### config.mk
export PLATFORM = sky130hd
export DESIGN_NAME = avalon_ram_arbiter
export DESIGN_NICKNAME = d
export VERILOG_FILES = /design/src/rtl/avalon_arb_pkg.sv /design/src/rtl/arb_rr_picker.sv /design/src/rtl/avalon_ram_arbiter.sv
export SDC_FILE = /design/constraint.sdc
export NUM_CORES = 1
export LEC_CHECK = 0
export CORE_AREA = 2 2 108 110
export CTS_BUF_LIST = sky130_fd_sc_hd__clkbuf_2 sky130_fd_sc_hd__clkbuf_4 sky130_fd_sc_hd__clkbuf_8
export DETAILED_ROUTE_END_ITERATION = 10
export DIE_AREA = 0 0 110 112
export PLACE_DENSITY = 0.68
export SLEW_MARGIN = 20
export SYNTH_ARGS = -nofsm -noshare
export SYNTH_HDL_FRONTEND = slang
export SYNTH_HIERARCHICAL = 1
export SYNTH_SLANG_ARGS = --single-unit
### constraint.sdc
create_clock -name clk -period 2.95 [get_ports clk]
set_input_delay 0.59 -clock clk [delete_from_list [all_inputs] [get_ports clk]]
set_output_delay 0.59 -clock clk [all_outputs]
set_load 0.02 [all_outputs]
### src/rtl/avalon_arb_pkg.sv
// avalon_arb_pkg: shared state type and bus widths for the Avalon RAM arbiter
package avalon_arb_pkg;
  typedef enum logic [1:0] {IDLE, ACCESS, DONE} arb_state_t;
  localparam int N_MASTERS = 2;
  localparam int ADDR_W = 32;
  localparam int DATA_W = 32;
  localparam int BE_W = 4;
endpackage

### src/rtl/arb_rr_picker.sv
// arb_rr_picker: two-master winner select, round-robin, or fixed priority when AVALON_ARB_FIXED_PRIO_EN is defined
module arb_rr_picker (
  input  logic [1:0] req,
  input  logic       last,
  output logic       winner
);
`ifdef AVALON_ARB_FIXED_PRIO_EN
  logic unused_last;
  assign unused_last = last;
  assign winner = ~req[0];
`else
  assign winner = &req ? ~last : req[1];
`endif
endmodule

### src/rtl/avalon_ram_arbiter.sv
// avalon_ram_arbiter: two-master Avalon-MM RAM arbiter with wait-state control; AVALON_ARB_FIXED_PRIO_EN selects fixed priority
module avalon_ram_arbiter
  import avalon_arb_pkg::*;
#(
  parameter int READ_WAIT  = 3,
  parameter int WRITE_WAIT = 4
) (
  input  logic                               clk,
  input  logic                               reset,
  input  logic [N_MASTERS-1:0]               m_read,
  input  logic [N_MASTERS-1:0]               m_write,
  input  logic [N_MASTERS-1:0][ADDR_W-1:0]   m_address,
  input  logic [N_MASTERS-1:0][BE_W-1:0]     m_byteenable,
  input  logic [N_MASTERS-1:0][DATA_W-1:0]   m_writedata,
  output logic [N_MASTERS-1:0]               m_waitrequest,
  output logic [DATA_W-1:0]                  m_readdata,
  output logic                               s_read,
  output logic                               s_write,
  output logic [ADDR_W-1:0]                  s_address,
  output logic [BE_W-1:0]                    s_byteenable,
  output logic [DATA_W-1:0]                  s_writedata,
  input  logic [DATA_W-1:0]                  s_readdata
);
  localparam int MAX_WAIT = READ_WAIT > WRITE_WAIT ? READ_WAIT : WRITE_WAIT;
  localparam int CW = $clog2(MAX_WAIT) + 1;
  arb_state_t state;
  logic grant, last, is_write, winner;
  logic [CW-1:0] cnt, end_cnt;
  logic [N_MASTERS-1:0] req;
  assign req = m_read | m_write;
  assign end_cnt = is_write ? CW'(WRITE_WAIT - 1) : CW'(READ_WAIT - 1);
  assign s_read = state == ACCESS && !is_write;
  assign s_write = state == ACCESS && is_write;
  assign s_address = m_address[grant];
  assign s_byteenable = m_byteenable[grant];
  assign s_writedata = m_writedata[grant];
  assign m_waitrequest = state == DONE ? ~(N_MASTERS'(1) << grant) : '1;
  arb_rr_picker u_pick (
    .req(req),
    .last(last),
    .winner(winner)
  );
  always_ff @(posedge clk) begin
    if (reset) begin
      state <= IDLE;
      grant <= 1'b0;
      last <= 1'b1;
      is_write <= 1'b0;
      cnt <= '0;
      m_readdata <= '0;
    end else begin
      case (state)
        IDLE: if (|req) begin
          state <= ACCESS;
          grant <= winner;
          last <= winner;
          is_write <= m_write[winner];
          cnt <= '0;
        end
        ACCESS: begin
          cnt <= cnt + CW'(1);
          if (cnt == end_cnt) begin
            state <= DONE;
            if (!is_write) m_readdata <= s_readdata;
          end
        end
        default: state <= IDLE;
      endcase
    end
  end
endmodule

==> results.json, run 1 <==
{
  "status": "complete, no violations",
  "post-cts-setup-buffers": 0,
  "synthTopCellsByArea": "dfxtp_1 (32%), mux2_2 (31%), mux2i_1 (13%)",
  "yosysWarnings": 6,
  "cp-start-kind": "flop",
  "end_kind": "primary output",
  "whs_ns": 0.4583,
  "cts_hold_buf": 0,
  "max_freq_ghz": 0.3825,
  "fp.dieH_um": 112,
  "drtAntennaViolNets": 0,
  "cts_tree": "built",
  "synth_cell_types": 32,
  "grt_overflow_total": 0,
  "clockRootBuffer": "clkbuf_8",
  "layout-drive-gt1-share_pct": 16.57,
  "clkSlewWorstSetupHoldPaths_ns": 0.08,
  "wl_per_cell_um": 17.97,
  "via_per_inst": 4.373,
  "first_global_vias": 2958,
  "critical_path.slowest_cell": "clkdlybuf4s50_1",
  "p_leak_nw": 1.970,
  "worstPathArrival_ns": 2.02,
  "dieArea_um2": 12320,
  "ys_ff_latch": 40,
  "nFillCells": 1049,
  "rows": 39,
  "post_cts_resized": 0,
  "cpPeakStageDelay_ns": 0.58,
  "tns_ns": 0,
  "vias": 2952,
  "finalWirelength_um": 12130,
  "vdd_drop_max_mv": 0.2511,
  "cts_buffers": 5,
  "hpwl_um": 9914,
  "fin_cells": 675,
  "synth_commonest_cells": "mux2_2 (68), nand2_1 (66), dfxtp_1 (40)",
  "drtIter0Drc": 123,
  "numPortBuffers": 277,
  "synth_edf_count": 0,
  "grt_pass1_wl_um": 17190,
  "dp_worst_setup_slack_ns": 0.4511,
  "initial_utilization_pct": 22.46,
  "yosysTopAreaCell": "dfxtp_1",
  "grt_setup_unrepaired": "false",
  "firstDrtPassIters": 4,
  "cts.sinks": 40,
  "maxSlewViolCount": 0,
  "cap_viol_max_count": 0,
  "synth_most_common_cell": "mux2_2",
  "yosys_most_used_dff": "dfxtp_1",
  "cp_top_family": "buffers and inverters",
  "synth_top_area_share_pct": 31.90,
  "syn_avg_cell_area_um2": 9.580,
  "clock_latency_ns": 0.29,
  "timing.final.crit_share_pct": 88.61,
  "syn-cell-area_um2": 2510,
  "placed_cells": 666,
  "path_buf_inv": 2,
  "grt_max_degree": 72,
  "htreeDepth": 2,
  "skew_ns": 0.006958,
  "cp.required_ns": 2.36,
  "io_pins": 278,
  "synth_fp_nets": 437,
  "powerDensity_nw_per_um2": 331.6,
  "path_cells": "buf_12 > mux2_2 > clkdlybuf4s50_1",
  "hp-class": "flop to flop",
  "total_power_mw": 1.835,
  "worst-setup-path-type": "flop to primary output",
  "finalWeightedCongestion": 0.8014,
  "syn_to_final_growth_pct": 120.5,
  "synthArstFlopShare_pct": 0,
  "setup_viol": 0,
  "antenna_found_initial": 1,
  "yosysSeqAreaShare_pct": 31.90,
  "grt_usage_pct": 18.53,
  "slew_headroom_pct": 63.79,
  "core_area_um2": 11170,
  "die_x_um": 110,
  "layout_setup_ws_ns": 0.3359,
  "path_max_fanout": 71,
  "drc": 0,
  "final_nets": 705,
  "hold_viol_final": 0,
  "worst_pin_slew_ns": 0.5431,
  "postSynthCellCount": 262,
  "min_period_ns": 2.614,
  "clk_path_buf_depth": 2
}
[where the power goes]
| group | leakage (nW) | switching [mW] | total (mW) | internal (mW) |
|---|---|---|---|---|
| clock network | 0.0645 | 0.192 | 0.491 | 0.299 |
| logic | 1.58 | 0.315 | 0.780 | 0.464 |
| registers | 0.324 | 0.0132 | 0.565 | 0.552 |
[state kept, by name, indices dropped and copies added (netlist names)]
| register | cells |
|---|---|
| last | 1 |
| is_write | 1 |
| cnt | 3 |
| state | 2 |
| grant | 1 |
| m_readdata | 32 |
[cells by family after synthesis]
logic type      after synthesis  share of synthesized area [%]
xor+xnor                      2                         0.6980
compound gates               12                          3.091
fa+ha+maj                     1                         0.4984
simple gates                 86                          15.80
mux                         101                          43.67
flops                        40                          31.90
buf+inv                      20                          4.337
[stage by stage]
stage | utilization (%) | area [µm²]
CTS | 49.50 | 5532
floorplan | - | 2510
detailed placement | 48.37 | 5405
finish | 49.52 | 5534
global route | 49.50 | 5532
global placement | 48.37 | 5405
[cell type report]
class	count	area (µm²)	area share, %
Antenna cell	1	2.502	0.04522
Clock buffer	7	96.34	1.741
Clock inverter	1	30.03	0.5426
Inverter	1	3.754	0.06783
Multi-Input combinational cell	202	1600	28.92
Sequential cell	40	802.0	14.49
Tap cell	143	178.9	3.233
Timing Repair Buffer	280	2820	50.96
[worst min-delay path, delay by kind of cell (launching register included)]
kind,cells,cell delay [ns]
flops,1,0.32
mux,1,0.05
simple gates,1,0.05
[layout by cell type (no fill, tap or decap)]
master / instances
buf_4: 1
nor4_2: 1
buf_12: 2
and2_1: 1
a211oi_1: 1
or2_2: 2
or3b_2: 1
nor4_4: 1
nor2b_1: 1
a21oi_1: 4
nor3_1: 1
xor2_1: 2
clkbuf_8: 7
mux2i_1: 33
a21boi_2: 1
dfxtp_2: 1
bufinv_16: 1
dfxtp_1: 39
nand3b_1: 2
nor4_1: 1
nand2_1: 66
nand2b_4: 1
or2_1: 1
or4_1: 1
nand2b_1: 1
o21ai_0: 3
o2111ai_1: 1
nor2_1: 3
o211ai_1: 1
ha_1: 1
mux2_2: 68
clkdlybuf4s50_1: 277
diode_2: 1
inv_2: 1
nand3_1: 2
o31ai_1: 1
[layer usage]
metal / global-route usage, % / up-vias / wire length [µm]
li1: - / 1444 / -
met1: 25.64 / 1360 / 5479
met2: 28.75 / 144 / 5355
met3: 5.562 / 4 / 1225
met4: 3.038 / 0 / 70
met5: 0 / - / 0
[final timing paths]
check / endpoint / from / cells after the start / slack, ns
max: s_address[7] / grant$_SDFFE_PP0P_ / 3 / 0.34
min: m_readdata[24]$_SDFFE_PP0P_ / m_readdata[24]$_SDFFE_PP0P_ / 2 / 0.46
max reg2reg: m_readdata[25]$_SDFFE_PP0P_ / state[0]$_SDFFE_PP0P_ / 4 / 1.28
min reg2reg: m_readdata[24]$_SDFFE_PP0P_ / m_readdata[24]$_SDFFE_PP0P_ / 2 / 0.46
(Power assumes the default switching activity.)
==> run 2: changes to the inputs <==
--- a/config.mk
+++ b/config.mk
@@ -5,11 +5,11 @@
 export SDC_FILE = /design/constraint.sdc
 export NUM_CORES = 1
 export LEC_CHECK = 0
-export CORE_AREA = 2 2 108 110
-export CTS_BUF_LIST = sky130_fd_sc_hd__clkbuf_2 sky130_fd_sc_hd__clkbuf_4 sky130_fd_sc_hd__clkbuf_8
+export CORE_AREA = 2 2 106 108
+export CTS_BUF_LIST = sky130_fd_sc_hd__clkbuf_16
 export DETAILED_ROUTE_END_ITERATION = 10
-export DIE_AREA = 0 0 110 112
-export PLACE_DENSITY = 0.68
+export DIE_AREA = 0 0 108 110
+export PLACE_DENSITY = 0.7
 export SLEW_MARGIN = 20
 export SYNTH_ARGS = -nofsm -noshare
 export SYNTH_HDL_FRONTEND = slang
==> results.json, run 2 (synthesized netlist as in run 1, its figures left out) <==
{
  "status": "complete, no violations",
  "final_common_cell": "clkdlybuf4s50_1",
  "initial_utilization_pct": 23.46,
  "grt_usage_pct": 17.42,
  "drtIter0Drc": 99,
  "firstDrtPassIters": 4,
  "vias": 2933,
  "wl_per_cell_um": 16.97,
  "clockRootBuffer": "clkbuf_16",
  "cts_buffers": 5,
  "via_per_inst": 4.365,
  "seq_area_um2": 802.0,
  "dieArea_um2": 11880,
  "io_pins": 278,
  "hpwl_um": 9319,
  "first_global_vias": 2979,
  "maxSlewViolCount": 0,
  "top_register": "m_readdata",
  "dp_worst_setup_slack_ns": 0.4210,
  "postPlaceCellArea_um2": 5421,
  "cp.required_ns": 2.36,
  "layout-drive-gt1-share_pct": 16.54,
  "clkSlewWorstSetupHoldPaths_ns": 0.06,
  "grt_setup_unrepaired": "false",
  "post-cts-setup-buffers": 0,
  "syn_to_final_growth_pct": 121.7,
  "cp-start-kind": "flop",
  "largest_reg_flops": 32,
  "grt_max_degree": 42,
  "clock_latency_ns": 0.27,
  "rows": 38,
  "timing.final.crit_share_pct": 94.84,
  "finalWirelength_um": 11410,
  "die_x_um": 108,
  "core_area_um2": 10700,
  "hp-class": "flop to flop",
  "n_antenna_cell": 0,
  "final_cell_mix": "clkdlybuf4s50_1 (277), mux2_2 (68), nand2_1 (66)",
  "min_period_ns": 2.798,
  "worst_pin_slew_ns": 0.5830,
  "grt_pass1_wl_um": 16110,
  "path_cells": "buf_12 > mux2_2 > clkdlybuf4s50_1",
  "slew_headroom_pct": 61.13,
  "fp.dieH_um": 110,
  "placed_cells": 664,
  "multi_input_area_um2": 1600,
  "skew_ns": 0.005570,
  "cpPeakStageDelay_ns": 0.70,
  "postLayoutCellArea_um2": 5565,
  "tns_ns": 0,
  "cts.sinks": 40,
  "powerDensity_nw_per_um2": 333.7,
  "vdd_drop_max_mv": 0.3066,
  "clk_path_buf_depth": 2,
  "fin_cells": 672,
  "whs_ns": 0.4567,
  "antenna_found_initial": 0,
  "finalWeightedCongestion": 0.7528,
  "cts_tree": "built",
  "end_kind": "primary output",
  "drc": 0,
  "worstPathArrival_ns": 2.21,
  "numPortBuffers": 277,
  "cp_top_family": "buffers and inverters",
  "htreeDepth": 2,
  "p_leak_nw": 1.977,
  "layout_setup_ws_ns": 0.1523,
  "grt_overflow_total": 0,
  "path_max_fanout": 29,
  "nFillCells": 987,
  "max_freq_ghz": 0.3574,
  "drtAntennaViolNets": 0,
  "path_buf_inv": 2,
  "hold_viol_final": 0,
  "post_cts_resized": 0,
  "setup_viol": 0,
  "reg_top3": "m_readdata x32, cnt x3, state x2",
  "worst-setup-path-type": "flop to primary output",
  "critical_path.slowest_cell": "dfxtp_2",
  "cap_viol_max_count": 0,
  "cts_hold_buf": 0,
  "final_nets": 706
}
==> run 2: worst paths after layout <==
path | startpoint | endpoint | slack [ns] | cells past startpoint
setup / recovery | grant$_SDFFE_PP0P_ | s_byteenable[2] | 0.15 | 3
hold / removal | m_readdata[25]$_SDFFE_PP0P_ | m_readdata[25]$_SDFFE_PP0P_ | 0.46 | 2
setup reg to reg | state[0]$_SDFFE_PP0P_ | m_readdata[27]$_SDFFE_PP0P_ | 1.28 | 4
hold reg to reg | m_readdata[25]$_SDFFE_PP0P_ | m_readdata[25]$_SDFFE_PP0P_ | 0.46 | 2
==> run 2: routing by layer <==
metal  up-vias  track usage [%]  wire length [µm]
met5         -                0                 0
met3         8            5.056              1030
met4         0            3.480               140
li1       1449                -                 -
met2       128            33.02              5923
met1      1348            19.36              4312
==> run 2: power by group <==
group | internal (mW) | switching (mW)
registers | 0.552 | 0.0221
clock network | 0.310 | 0.211
logic | 0.467 | 0.295
total | 1.33 | 0.528
==> run 2: worst register-to-register path: cells and delay by family (launching register included) <==
kind	cells	cell delay (ns)
buf+inv	1	0.50
flops	1	0.47
simple gates	2	0.32
mux	1	0.30
==> run 2: final cells by class <==
cell class / instances / area share, %
Clock buffer: 5 / 2.248
Clock inverter: 3 / 0.3372
Timing Repair Buffer: 281 / 51.03
Inverter: 1 / 0.06745
Sequential cell: 40 / 14.41
Multi-Input combinational cell: 202 / 28.75
Tap cell: 140 / 3.147
==> run 2: metrics by stage <==
stage                     utilization [%]  power, mW
after detailed placement            50.68      1.350
after global routing                52.02      1.940
after CTS                           52.02      1.880
final                               52.02      1.857
after global placement              50.68      1.343
after floorplan                         -     0.8918
==> run 3: changes to the inputs <==
--- a/config.mk
+++ b/config.mk
@@ -10,7 +10,7 @@
 export DETAILED_ROUTE_END_ITERATION = 10
 export DIE_AREA = 0 0 108 110
 export PLACE_DENSITY = 0.7
-export SLEW_MARGIN = 20
+export SLEW_MARGIN = 40
 export SYNTH_ARGS = -nofsm -noshare
 export SYNTH_HDL_FRONTEND = slang
 export SYNTH_HIERARCHICAL = 1
==> results of run 3 <==
No change in the layout: final DEF, timing and power equal those of run 2.
